===== src/rtl/wb_write_arbiter.sv =====
// Register-file write-port arbiter: merges in-order pipe results with FIFO-buffered
// long-latency results and tracks pending writes. Optional macro: WB_BYPASS_EN.
module wb_write_arbiter #(
  parameter int FIFO_DEPTH = 4,
  parameter int FIFO_AW    = 2
) (
  input  logic        clk,
  input  logic        rst,
  input  logic        pipe_valid,
  input  logic [4:0]  pipe_addr,
  input  logic [31:0] pipe_data,
  input  logic        lu_valid,
  output logic        lu_ready,
  input  logic [4:0]  lu_addr,
  input  logic [31:0] lu_data,
  input  logic        mark_valid,
  input  logic [4:0]  mark_addr,
  input  logic [4:0]  r1addr,
  input  logic [4:0]  r2addr,
  input  logic [4:0]  dst_addr,
  output logic        r1busy,
  output logic        r2busy,
  output logic        dstbusy,
  output logic [4:0]  waddr,
  output logic [31:0] wdata,
  output logic        wvalid
);

  typedef struct packed {
    logic [4:0]  addr;
    logic [31:0] data;
  } entry_t;

  typedef enum logic [1:0] {SEL_NONE, SEL_PIPE, SEL_FIFO, SEL_BYP} sel_e;

  localparam logic [FIFO_AW-1:0] PTR_ONE  = FIFO_AW'(1);
  localparam logic [FIFO_AW:0]   CNT_ONE  = (FIFO_AW+1)'(1);
  localparam logic [FIFO_AW:0]   CNT_FULL = (FIFO_AW+1)'(FIFO_DEPTH);

  entry_t             mem_q [FIFO_DEPTH];
  entry_t             mem_d [FIFO_DEPTH];
  logic [FIFO_AW-1:0] wr_ptr_q, wr_ptr_d;
  logic [FIFO_AW-1:0] rd_ptr_q, rd_ptr_d;
  logic [FIFO_AW:0]   count_q, count_d;
  logic [4:0]         waddr_q, waddr_d;
  logic [31:0]        wdata_q, wdata_d;
  logic               wvalid_q, wvalid_d;
  logic               lu_wr_q, lu_wr_d;
  logic [31:0]        pending_q, pending_d;

  sel_e        sel;
  logic [4:0]  sel_addr;
  logic [31:0] sel_data;
  logic        push, pop;
  logic        lu_write_now;

  always_comb begin
    lu_ready = !rst && (count_q != CNT_FULL);

    sel      = SEL_NONE;
    sel_addr = '0;
    sel_data = '0;
    if (pipe_valid) begin
      sel      = SEL_PIPE;
      sel_addr = pipe_addr;
      sel_data = pipe_data;
    end else if (count_q != '0) begin
      sel      = SEL_FIFO;
      sel_addr = mem_q[rd_ptr_q].addr;
      sel_data = mem_q[rd_ptr_q].data;
    end
`ifdef WB_BYPASS_EN
    else if (lu_valid && lu_ready) begin
      sel      = SEL_BYP;
      sel_addr = lu_addr;
      sel_data = lu_data;
    end
`endif

    // A bypassed result is consumed directly and never occupies a FIFO slot.
    push = lu_valid && lu_ready && (sel != SEL_BYP);
    pop  = (sel == SEL_FIFO);

    mem_d    = mem_q;
    wr_ptr_d = wr_ptr_q;
    rd_ptr_d = rd_ptr_q;
    count_d  = count_q;
    if (push) begin
      mem_d[wr_ptr_q] = '{addr: lu_addr, data: lu_data};
      wr_ptr_d        = wr_ptr_q + PTR_ONE;
    end
    if (pop) begin
      rd_ptr_d = rd_ptr_q + PTR_ONE;
    end
    case ({push, pop})
      2'b10:   count_d = count_q + CNT_ONE;
      2'b01:   count_d = count_q - CNT_ONE;
      default: count_d = count_q;
    endcase

    waddr_d  = waddr_q;
    wdata_d  = wdata_q;
    wvalid_d = 1'b0;
    lu_wr_d  = 1'b0;
    if (sel != SEL_NONE) begin
      waddr_d  = sel_addr;
      wdata_d  = sel_data;
      wvalid_d = (sel_addr != '0);
      lu_wr_d  = (sel != SEL_PIPE) && (sel_addr != '0);
    end

    // Clear applies first so a same-cycle mark from a newer op wins.
    lu_write_now = wvalid_q && lu_wr_q;
    pending_d    = pending_q;
    if (lu_write_now) begin
      pending_d[waddr_q] = 1'b0;
    end
    if (mark_valid && (mark_addr != '0)) begin
      pending_d[mark_addr] = 1'b1;
    end
    pending_d[0] = 1'b0;

    r1busy  = pending_q[r1addr]   && !(lu_write_now && (waddr_q == r1addr));
    r2busy  = pending_q[r2addr]   && !(lu_write_now && (waddr_q == r2addr));
    dstbusy = pending_q[dst_addr] && !(lu_write_now && (waddr_q == dst_addr));

    waddr  = waddr_q;
    wdata  = wdata_q;
    wvalid = wvalid_q;
  end

  always_ff @(posedge clk) begin
    if (rst) begin
      for (int unsigned i = 0; i < FIFO_DEPTH; i++) begin
        mem_q[i] <= '0;
      end
      wr_ptr_q  <= '0;
      rd_ptr_q  <= '0;
      count_q   <= '0;
      waddr_q   <= '0;
      wdata_q   <= '0;
      wvalid_q  <= 1'b0;
      lu_wr_q   <= 1'b0;
      pending_q <= '0;
    end else begin
      mem_q     <= mem_d;
      wr_ptr_q  <= wr_ptr_d;
      rd_ptr_q  <= rd_ptr_d;
      count_q   <= count_d;
      waddr_q   <= waddr_d;
      wdata_q   <= wdata_d;
      wvalid_q  <= wvalid_d;
      lu_wr_q   <= lu_wr_d;
      pending_q <= pending_d;
    end
  end

endmodule


===== config.mk =====
export PLATFORM = sky130hd
export DESIGN_NAME = wb_write_arbiter
export DESIGN_NICKNAME = d
export VERILOG_FILES = /design/src/rtl/wb_write_arbiter.sv
export SDC_FILE = /design/constraint.sdc
export NUM_CORES = 1
export LEC_CHECK = 0
export CORE_MARGIN = 1
export CORE_UTILIZATION = 45
export DETAILED_ROUTE_END_ITERATION = 10
export HOLD_SLACK_MARGIN = 0.08
export PLACE_DENSITY = 0.77
export SLEW_MARGIN = 30
export SYNTH_ARGS = -nofsm -noshare
export SYNTH_HDL_FRONTEND = slang
export SYNTH_SLANG_ARGS = --single-unit

===== constraint.sdc =====
create_clock -name clk -period 3.9 [get_ports clk]
set_input_delay 0.78 -clock clk [delete_from_list [all_inputs] [get_ports clk]]
set_output_delay 0.78 -clock clk [all_outputs]
set_load 0.01 [all_outputs]

# == Yosys cells after proc, flatten, opt, wreduce, memory -nomap -nowiden ==
# Index checks and enable logic that the tools add are counted.
# classes
n_addsub,4
order_cmp,10
eq_ne,9
muxes,25
n_bitwise,6
reduce_logical,25
# op_table
operator,count
148-bit bitwise mux,1
32-bit two-way mux,4
37-bit two-way mux,3
37-bit binary-select mux with 2-bit select,1
37-bit demux with 2-bit select,1
32-bit bitwise AND,1
32-bit inverter,1
32-bit OR,1
5-bit by 6-bit less-than comparator with 1-bit output (second input constant),5
1-bit binary-select mux with 5-bit select,3
5-bit == test,3
1-bit logical AND,15
1-bit demux with 5-bit select,2
5-bit by 1-bit greater-or-equal comparator with 1-bit output (second input constant),2
5-bit two-way mux,2
5-bit nonzero test,2
3-bit greater-or-equal comparator (second input constant),2
2-bit inverter with 3-bit output,2
3-bit case mux with 2 select lines,1
1-bit two-way mux,5
2-bit by 1-bit adder with 2-bit output (second input constant),2
2-bit == test (second input constant),2
1-bit logical NOT,4
2-bit two-way mux,2
other kinds (11),12
# word_totals
regBits,226
inputBits,99
output_inout_bits,42
word_cells,96

# == Depth between registers and ports, before layout ==
# logic_depth
word_depth,9
depth_mapped,10

# == Least setup slack after synthesis ==
# Ideal clock, no wire load.
# synth_path
path_type,input-to-output
start,input r1addr[0]
end,output r1busy
arrival_ps,2108
required_ps,3120
setup_slack_ps,1012
path_stages,6
n_path_buf,1
path_cell_list,buf_2 mux4_2 mux2_2 nand2_1 o31ai_1 o21a_1
# synth_via
elab_chain_len,4
word_cells_on_any_way,6
classes_between,eq/ne (1); mux (2); reduce/logical (3)
# synth_rtl
item,line_no,rtl
"start, declared",18,"input logic [4:0] r1addr,"
branches (longest 3 deep; another with 1-bit binary-select mux with 5-bit select),--,
1-bit logical AND *,123,r1busy = pending_q[r1addr] && !(lu_write_now && (waddr_q == r1addr));
"end, declared",21,"output logic r1busy,"
# Mark *: on every way between the ends. The select of a mux whose other input is x is not followed.

# == Final worst setup path ==
# layout_path
start,input r1addr[2]
end,output r1busy
# The elaborated chain is that of the path after synthesis.

==> results.ini <==
[run_status]
status = finished, final reports clean

[routing]
via_count = 9032
wl_per_cell_um = 17.75
drtAntennaViolNets = 0
top_layer_used = met5
wl_um = 28840
route.detailed.drc = 0
vias_per_cell = 5.558
met2_length_um = 14480
dr.pass1.iters = 5
wl_met1_um = 11820
met3_length_um = 1868
drt_iter0_drc = 682

[critical_path]
start_kind = primary input
critical_path_class = in2out
required_ps = 3120
r2r_start = count_q[0]$_SDFFE_PP0P_
endpoint_kind = output pin
critPathCapture = r1busy
rrSetupSlack_ps = 1520
cp.arrival_ps = 2960
r2r-end = count_q[2]$_SDFFE_PP0P_
r2r.worst_path.cells = 9
cp-startpoint = r1addr[2]
worstPathMaxFanout = 6

[floorplan]
io_pins = 141
fp.dieW_um = 153.9
core_area_um2 = 22640
die_h_um = 153.9
rows = 55
start_util_pct = 45.83
die-area_um2 = 23670

[timing]
fmax_mhz = 267.4
period_needed_ps = 3740
whs_ps = 449.7
setup_violations = 0
fin_ws_ps = 159.9
slew_headroom_pct = 37.93
tns_ps = 0
finalCritPeriodShare_pct = 95.90
hold_viol_final = 0
rsz0062_at_grt = no
tightest_slew_ps = 929.1
clock-skew-final_ps = 9.204
maxSlewViolCount = 0

[clock_tree]
cts_inserted_buffers = 23
postCtsHoldBufs = 0
cts.sinks = 225
path_clk_slew_ps = 60
clockBufferDepth = 3
ctsResizeCount = 0
h-tree-depth = 1
cts_setup_buffers = 0
cts_root_buffer = clkbuf_16
clk_latency_ps = 500
tritoncts = built

[placement]
placed_area_um2 = 11980
globalplace.congestion = 0.9018
place_ws_ps = 13.85
dpl.cell_count = 1581
dp_hpwl_um = 18610
port_buffers = 140

[logic_synthesis]
synthTopCellsByCount = nand2_1 (342), dfxtp_1 (225), a21oi_1 (220)
yosys_warnings = 0
synthTopCellsByArea = dfxtp_1 (43%), nand2_1 (12%), a21oi_1 (11%)
synth.top_cell.area_share_pct = 43.41
async_flop_share_pct = 0
syn-cell-area_um2 = 10380
avgSynthCellArea_um2 = 8.526
synth_most_common_cell = nand2_1
ys_ff_latch = 225
synth_edf_count = 0
synth_nets = 1322
yosys.area.top_type = dfxtp_1
synth-main-ff-cell = dfxtp_1
synthCells = 1217
yosysSeqAreaShare_pct = 43.41
synth_cell_types = 45

[grt]
grt_pass1_wl_um = 46040
grt_pass1_vias = 8856
grt-ovfl-total = 0
grt_max_degree = 113
grt_usage_pct = 24.19
antenna_found_initial = 5

[finish]
stdcell_count = 1625
n_fill_cell = 1983
area_delta_synth_final_pct = 23.41
multi_input_area_um2 = 5441
seq_area_um2 = 4507
fin_nets = 1426
drive_gt1_share_pct = 9.295
fin_area_um2 = 12800

[pwr]
leakage_nw = 4.523
power_density_nw_per_um2 = 491.2
vdd_drop_max_uv = 407.4

[hold_path]
hold_path_class = reg2reg

[flow_run]
timing.max_cap.violations = 0

## how the worst min path moves through the flow
| stage | to | cells past startpoint | slack (ps) | from |
|---|---|---|---|---|
| after global placement | mem_q[0]$_SDFFE_PP0P_ | 2 | 440 | mem_q[0]$_SDFFE_PP0P_ |
| after floorplan | mem_q[105]$_SDFFE_PP0P_ | 2 | 430 | mem_q[105]$_SDFFE_PP0P_ |
| after detailed placement | mem_q[11]$_SDFFE_PP0P_ | 2 | 440 | mem_q[11]$_SDFFE_PP0P_ |
| after global routing | mem_q[87]$_SDFFE_PP0P_ | 2 | 470 | mem_q[87]$_SDFFE_PP0P_ |
| after CTS | mem_q[27]$_SDFFE_PP0P_ | 2 | 450 | mem_q[27]$_SDFFE_PP0P_ |
| final | mem_q[105]$_SDFFE_PP0P_ | 2 | 450 | mem_q[105]$_SDFFE_PP0P_ |
## layout by cell type, fill, tap and decap left out, drive strengths merged, types with 14 or more instances in the layout
cell / n
nand2: 342
dfxtp: 225
a21oi: 220
clkdlybuf4s50: 135
nor2: 86
mux4: 52
mux2i: 49
o21ai: 35
clkbuf: 33
buf: 30
xnor2: 14
## cell type report
cell class | count | share of cell area (%)
inverters | 8 | 0.2345
multi-input cells | 895 | 42.50
repair buffers | 168 | 12.94
flip-flops and latches | 225 | 35.20
diodes | 6 | 0.1173
clock inverters | 5 | 0.9771
well taps | 285 | 2.785
clock buffers | 33 | 5.257
## sequential cells by signal, summed over array words and instances (netlist names)
name and cells:
count_q 3, pending_q 31, mem_q 148, wvalid 1, rd_ptr_q 2, wr_ptr_q 2, waddr 5, wdata 32
lu_wr_q 1
## worst max-delay path, cell delays in order
cell,delay [ps]
clkdlybuf4s50_1,680
mux4_2,540
mux2i_1,140
mux2_2,180
a21oi_1,60
o21a_1,110
clkdlybuf4s50_1,470
## per-stage QoR
step / util [%] / power, mW
4_1_cts: 56.43 / 6.327
6_report: 56.56 / 6.289
2_1_floorplan: - / 3.559
3_3_place_gp: 52.89 / 3.994
5_1_grt: 56.54 / 6.559
3_5_place_dp: 52.90 / 4.018
## kinds of logic after synthesis
family                   after synthesis  synth area share, %
XOR/XNOR                              20                1.688
flip-flops                           225                43.41
AND/OR/NAND/NOR                      490                19.43
AO/OA/AOI/OAI                        274                13.82
multiplexers                         105                16.59
buffers and inverters                 97                4.269
adder cells (fa/ha/maj)                6               0.7959
## routing by layer
metal / up-vias / GRT usage, %
met2: 297 / 42.32
met4: 2 / 8.667
li1: 4374 / -
met3: 57 / 3.213
met1: 4302 / 30.51
met5: - / 0
## report_power, final
part	switching, mW	internal [mW]
sequential	0.130	2.42
clock	0.870	1.45
combinational	0.739	0.679
No activity file was read; power rests on OpenSTA's default activity.
